--- src/rtl/jk_bank_driver.sv ---
// Purpose : drives a WIDTH-bit master-slave JK flip-flop bank to a requested word,
//           then verifies Q against the target and re-drives on mismatch.
// Latency : accept edge to done_valid is 2 clocks, plus 2 per retry.
// Backpressure: req_ready is high only in IDLE; the result is held until done_ready.
//
// Ports:
//   clk, reset             clock; asynchronous active-high reset
//   req_valid/req_ready    request handshake, req_target captured on accept
//   jk_j, jk_k             registered J/K excitation to the bank (nonzero only in DRIVE)
//   q_fb                   bank Q fed back from the slave stage
//   done_valid/done_ready  result handshake
//   done_ok, done_retries  final compare result and number of retries used
module jk_bank_driver #(
  parameter int WIDTH       = 8,
  parameter int MAX_RETRY   = 3,
  parameter int TOGGLE_PREF = 0,
  localparam int RW         = (MAX_RETRY > 0) ? $clog2(MAX_RETRY + 1) : 1
) (
  input  logic             clk,
  input  logic             reset,
  input  logic             req_valid,
  output logic             req_ready,
  input  logic [WIDTH-1:0] req_target,
  output logic [WIDTH-1:0] jk_j,
  output logic [WIDTH-1:0] jk_k,
  input  logic [WIDTH-1:0] q_fb,
  output logic             done_valid,
  input  logic             done_ready,
  output logic             done_ok,
  output logic [RW-1:0]    done_retries
);

  typedef enum logic [1:0] {
    IDLE   = 2'd0,
    DRIVE  = 2'd1,
    SETTLE = 2'd2,
    RESP   = 2'd3
  } state_t;

  state_t           state;
  logic [WIDTH-1:0] target_r;
  logic [RW-1:0]    retry_cnt;

  // Per-bit excitation, returned as {J, K}. Bits already at target get J=K=0.
  function automatic logic [2*WIDTH-1:0] excite(input logic [WIDTH-1:0] q,
                                                input logic [WIDTH-1:0] t);
    logic [WIDTH-1:0] j;
    logic [WIDTH-1:0] k;
    if (TOGGLE_PREF != 0) begin
      j = q ^ t;
      k = q ^ t;
    end else begin
      j = ~q & t;
      k = q & ~t;
    end
    return {j, k};
  endfunction

  always_ff @(posedge clk or posedge reset) begin
    if (reset) begin
      state        <= IDLE;
      target_r     <= '0;
      retry_cnt    <= '0;
      jk_j         <= '0;
      jk_k         <= '0;
      req_ready    <= 1'b1;
      done_valid   <= 1'b0;
      done_ok      <= 1'b0;
      done_retries <= '0;
    end else begin
      case (state)
        IDLE: begin
          // req_ready is registered high throughout IDLE, so req_valid alone accepts.
          if (req_valid) begin
            target_r       <= req_target;
            {jk_j, jk_k}   <= excite(q_fb, req_target);
            retry_cnt      <= '0;
            req_ready      <= 1'b0;
            state          <= DRIVE;
          end
        end
        DRIVE: begin
          // The bank master samples J/K on this edge; drop them to hold afterwards.
          jk_j  <= '0;
          jk_k  <= '0;
          state <= SETTLE;
        end
        SETTLE: begin
          // Slave stage updated on the preceding negedge, so q_fb is now final.
          if (q_fb == target_r) begin
            done_valid   <= 1'b1;
            done_ok      <= 1'b1;
            done_retries <= retry_cnt;
            state        <= RESP;
          end else if (retry_cnt < RW'(MAX_RETRY)) begin
            retry_cnt    <= retry_cnt + 1'b1;
            {jk_j, jk_k} <= excite(q_fb, target_r);
            state        <= DRIVE;
          end else begin
            done_valid   <= 1'b1;
            done_ok      <= 1'b0;
            done_retries <= retry_cnt;
            state        <= RESP;
          end
        end
        RESP: begin
          if (done_ready) begin
            done_valid <= 1'b0;
            req_ready  <= 1'b1;
            state      <= IDLE;
          end
        end
        default: begin
          state <= IDLE;
        end
      endcase
    end
  end

endmodule

--- config.mk ---
export PLATFORM = sky130hd
export DESIGN_NAME = jk_bank_driver
export DESIGN_NICKNAME = d
export VERILOG_FILES = /design/src/rtl/jk_bank_driver.sv
export SDC_FILE = /design/constraint.sdc
export NUM_CORES = 1
export LEC_CHECK = 0
export ABC_AREA = 1
export CAP_MARGIN = 20
export CORE_MARGIN = 2
export CORE_UTILIZATION = 44
export DETAILED_ROUTE_END_ITERATION = 8
export PLACE_DENSITY_LB_ADDON = 0.12
export RECOVER_POWER = 100
export SLEW_MARGIN = 30
export SYNTH_ARGS = -nofsm -noshare
export SYNTH_HDL_FRONTEND = slang
export SYNTH_SLANG_ARGS = --single-unit
--- constraint.sdc ---
create_clock -name clk -period 1.4 [get_ports clk]
set_clock_uncertainty 0.05 [all_clocks]
set_input_delay 0.28 -clock clk [delete_from_list [all_inputs] [get_ports clk]]
set_output_delay 0.28 -clock clk [all_outputs]
set_load 0.01 [all_outputs]
# == After elaboration in Yosys (flattened, before gate mapping) ==
# Cells that the tools add are included.
# totals
regBits,33
in_bits,20
output_inout_bits,21
wordCells,68
# op_classes
addsub,1
n_lt_le_gt_ge,1
eq_ne,10
muxes,28
bitwise_logic,7
reduce_logical,12
# op_table
cell,n
$mux 8,6
$pmux 8 s3,2
$and 8x8->8,4
$not 8->8,3
$mux 2,9
$ne 2x2->1 const B,5
$eq 8x8->1,1
$pmux 2 s4,1
$reduce_and 4->1,2
$mux 1,7
$reduce_and 2->1,3
$reduce_and 3->1,2
$reduce_bool 2->1,3
$eq 2x2->1 const B,2
$pmux 1 s2,2
$pmux 2 s2,1
$ne 3x3->1 const B,1
$reduce_bool 3->1,1
$add 2x1->2 const B,1
$eq 2x1->1 const B,1
$logic_not 2->1,1
$lt 2x2->1 const B,1

# == Depth between registers and ports, before layout ==
# depth
ltp_word,5
mapped_depth,10
mapped_depth_nobuf,9

# == Worst setup path after synthesis ==
# No wires, ideal clock.
# synth_path
kind,register -> register
from,register retry_cnt[0]
to,register jk_j[0]
setup_ps,117
arrival_time_ps,1249
setup_slack_ps,-16
path_stages_with_launch,7
path_buffers,1
cell_sequence,dfrtp_1 > ha_1 > o21ai_2 > nand3_4 > buf_6 > nand2_1 > nand2_1
# synth_via
elab_chain_cells,3
# synth_rtl
item,line_no,source
start: declaration,42,logic [RW-1:0] retry_cnt;
start signal: assignment,96,retry_cnt <= retry_cnt + 1'b1;
$lt 2x2->1,95,end else if (retry_cnt < RW'(MAX_RETRY)) begin
$ne 2x2->1 (no line),--,
$reduce_and 4->1 (no line),--,
end signal: assignment,76,"{jk_j, jk_k} <= excite(q_fb, req_target);"
end signal: assignment,97,"{jk_j, jk_k} <= excite(q_fb, target_r);"
end: declaration,24,"output logic [WIDTH-1:0] jk_j,"
# Every way passes these cells.
# A chain may end at the register's enable or synchronous reset.

# == Final worst setup path ==
# layout_path
from,register state[1]
to,register retry_cnt[0]
# layout_via
elab_chain_cells,3
word_cells_on_any_way,8
classes_between,eq/ne (4); mux (1); reduce/logical (3)
# layout_rtl
item,line_no,source
start: declaration,40,state_t state;
start signal: assignment,61,state <= IDLE;
start signal: assignment,79,state <= DRIVE;
start signal: assignment,86,state <= SETTLE;
$eq 2x2->1 / $logic_not 2->1 (equally long branches),71,case (state)
$ne 2x2->1 (no line) / $reduce_bool 2->1 (equally long branches),--,
$reduce_and 4->1 (no line),--,
# Several ways; a longest one is shown, not always the timed one.

==> flow_metrics.env <==
export IMPL_cts_sinks=33
export IMPL_worstMarginPinSlew_ns=0.800
export IMPL_fill_cells=328
export IMPL_clk_pin_slew_ns=0.07
export IMPL_routed_wl_um=4120
export IMPL_finalSetupViolCount=20
export IMPL_die_h_um=66.8
export IMPL_grt_overflow_total=0
export IMPL_finalHoldViolations=0
export IMPL_rsz0062_at_grt="true"
export IMPL_synth_top_cells_by_area="dfrtp_1 (46%), nand2_1 (19%), nand4_1 (6.5%), inv_1 (3.9%), o21ai_0 (3.5%)"
export IMPL_critPathBufInv=1
export IMPL_cp_slowest_cell="dfrtp_1"
export IMPL_grt_pass1_vias=1442
export IMPL_die_area_um2=4470
export IMPL_finalSetupTns_ns=-0.458
export IMPL_ant_nets=0
export IMPL_path_class="register to register"
export IMPL_dpl_worst_slack_ns=-0.418
export IMPL_start_kind="register"
export IMPL_crit_chain="nor2_1, nand2_1, nand2_1, inv_1, nand3_4, nand2_2, nand2_1"
export IMPL_worst_ep_required_time_ns=1.53
export IMPL_seq_area_um2=827
export IMPL_clock_path_buffers=2
export IMPL_stdcell_count=350
export IMPL_grt_pass1_wl_um=6750
export IMPL_slew_headroom_pct=46.6
export IMPL_track_usage_pct=20.4
export IMPL_cts_buffers=5
export IMPL_fin_crit_ns=1.46
export IMPL_port_buffers=40
export IMPL_worstReg2RegEnd="retry_cnt[0]$_DFFE_PP0P_"
export IMPL_maxCapViolations=0
export IMPL_crit_family="simple AND/OR/NAND/NOR gates"
export IMPL_hold_ws_ns=0.417
export IMPL_cts_tree="done"
export IMPL_ys_seq_elements=33
export IMPL_ys_seq_area_share_pct=47.6
export IMPL_path_common_cell="nand2_1"
export IMPL_drv_slew=0
export IMPL_r2r_start="state[1]$_DFFE_PP0P_"
export IMPL_async_reset_ff_share_pct=100
export IMPL_cts_hold_buf=0
export IMPL_synth_ff_type="dfrtp_1"
export IMPL_hp_class="register to register"
export IMPL_holdPathEnd="jk_j[0]$_DFFE_PP0P_"
export IMPL_diodes=0
export IMPL_drt_vias_per_instance=4.77
export IMPL_p_leak_uw=0.00146
export IMPL_fin_ws_ns=-0.0597
export IMPL_max_stage_delay_ns=0.47
export IMPL_hold_path_startpoint="jk_j[0]$_DFFE_PP0P_"
export IMPL_syn_inst=226
export IMPL_synthDistinctLibCells=25
export IMPL_synthMostInstantiatedCell="nand2_1"
export IMPL_cp_max_fo=4
export IMPL_synthesis_nets=247
export IMPL_start_util_pct=46.8
export IMPL_grt_max_degree=34
export IMPL_cts_root_buf="clkbuf_8"
export IMPL_synth_area_um2=1740
export IMPL_hpwlAfterDp_um=2780
export IMPL_status="finished with violations"
export IMPL_synth_edf_count=0
export IMPL_drt_iter0_drc=95
export IMPL_ys_warn_count=0
export IMPL_vias=1670
export IMPL_violations="setup timing"
export IMPL_synth_top_cell_area_share_pct=46.1
export IMPL_multiInputGateArea_um2=861
export IMPL_power_density_nw_per_um2=1870
export IMPL_global_route_usage_met3_pct=5.07
export IMPL_htree_levels=2
export IMPL_fmax_mhz=685
export IMPL_grt_use_met1_pct=29.7
export IMPL_fp_dieW_um=66.8
export IMPL_rrSetupSlack_ns=-0.06
export IMPL_drc=0
export IMPL_irDropWorstVdd_uv=1020
export IMPL_drive_gt1_share_pct=22.2
export IMPL_finish_net_count=322
export IMPL_synth_avg_cell_area_um2=7.69
export IMPL_holdPathStages=2
export IMPL_worst_endpoint_arrival_ns=1.59
export IMPL_r2r_cells=7
export IMPL_io_pins=41
export IMPL_antenna_found_initial=0
export IMPL_synth_top_cell_by_area="dfrtp_1"
export IMPL_core_um2=3720
export IMPL_cp_end_kind="register"
export IMPL_gr_usage_met2_pct=29.0
export IMPL_fin_crit_sh_pct=104
export IMPL_grt_busiest_layer="met1"
export IMPL_clk_latency_ns=0.29
export IMPL_dp_cells=333
export IMPL_rows=22
export IMPL_wire_per_inst_um=11.8
export IMPL_gp_congestion=0.821
export IMPL_drtPass1Iterations=4
export IMPL_netlist_top_cells_count="nand2_1 (90), dfrtp_1 (32), inv_1 (18), nand4_1 (18), nor2_1 (16)"
export IMPL_area_delta_synth_final_pct=48.9
final cells by class:
| class | instances | share of cell area [%] |
|---|---|---|
| timing repair buffer | 76 | 25.6 |
| multi-input combinational | 165 | 33.3 |
| sequential | 33 | 32.0 |
| tap | 48 | 2.32 |
| clock inverter | 1 | 0.193 |
| inverter | 20 | 2.90 |
| clock buffer | 7 | 3.72 |
flip-flops by register name, indices dropped and copies added, names as in the netlist, 2 cells and up:
register	cells
jk_j	8
jk_k	8
target_r	8
done_retries	2
retry_cnt	2
state	2
power breakdown:
group	internal, uW	switching (uW)	total [uW]
combinational	1140	1330	2470
sequential	1330	241	1570
clock	444	349	793
kinds of logic after synthesis:
family | Yosys count | share of synthesized area (%)
adder cells (fa/ha/maj) | 1 | 0.720
AO/OA/AOI/OAI | 15 | 4.54
multiplexers | 1 | 0.648
flip-flops | 33 | 47.6
AND/OR/NAND/NOR | 143 | 36.5
XOR/XNOR | 4 | 2.02
buffers and inverters | 29 | 7.99
metrics by stage:
step	cell area [um2]	utilization, %	power [uW]
2_1_floorplan	1750	-	2940
3_3_place_gp	2380	64.0	3900
3_5_place_dp	2380	64.0	3930
4_1_cts	2520	67.9	4680
5_1_grt	2590	69.6	5250
6_report	2590	69.6	4840
cells in the final DEF (no fill, tap or decap), types with 2 or more instances in the layout:
master | netlist | layout
nand3_2 | 1 | 3
clkdlybuf4s50_1 | 0 | 10
buf_4 | 3 | 28
nand3_4 | 1 | 4
nor3_1 | 8 | 8
clkbuf_2 | 0 | 2
nor2_2 | 1 | 3
dlymetal6s2s_1 | 0 | 2
clkbuf_8 | 0 | 7
inv_1 | 18 | 16
o21ai_1 | 0 | 6
nand2_1 | 90 | 88
nor2_1 | 16 | 14
o21ai_0 | 12 | 6
xnor2_1 | 4 | 3
buf_6 | 2 | 5
inv_2 | 2 | 4
dlygate4sd2_1 | 0 | 26
dfrtp_1 | 32 | 32
nand2_2 | 1 | 3
a21oi_1 | 2 | 2
nand4_1 | 18 | 18
timing repair:
item	4_1_cts	5_1_grt
cloned	2	0
buffers inserted	2	5
setup endpoints to repair	41	24
pin swaps	14	19
resized for setup	41	19
routing by layer:
layer / part of all wire, % / vias to the layer above
li1: - / 876
met1: 49 / 752
met2: 46 / 37
met3: 3.9 / 5
met4: 1.3 / 0
met5: 0 / -
worst max path at each step:
stage                                        start  slack, ns  depth (start not counted)                  endpoint
after floorplan           retry_cnt[0]$_DFFE_PP0P_       0.03                          6       jk_j[0]$_DFFE_PP0P_
after global placement                     q_fb[2]      -0.38                          9  retry_cnt[0]$_DFFE_PP0P_
after detailed placement                   q_fb[2]      -0.42                          8       jk_k[6]$_DFFE_PP0P_
after CTS                     state[0]$_DFFE_PP0P_      -0.03                          7       jk_k[4]$_DFFE_PP0P_
after global routing       target_r[6]$_DFFE_PP0P_      -0.18                          9  retry_cnt[0]$_DFFE_PP0P_
final                         state[1]$_DFFE_PP0P_      -0.06                          7  retry_cnt[0]$_DFFE_PP0P_
worst min-delay path, cell delays in order, from the launching register on:
cell	delay, ns
dfrtp_1	0.34
nand2_1	0.05
nand2_1	0.04
Note: power is estimated with default switching activity, not from simulation.
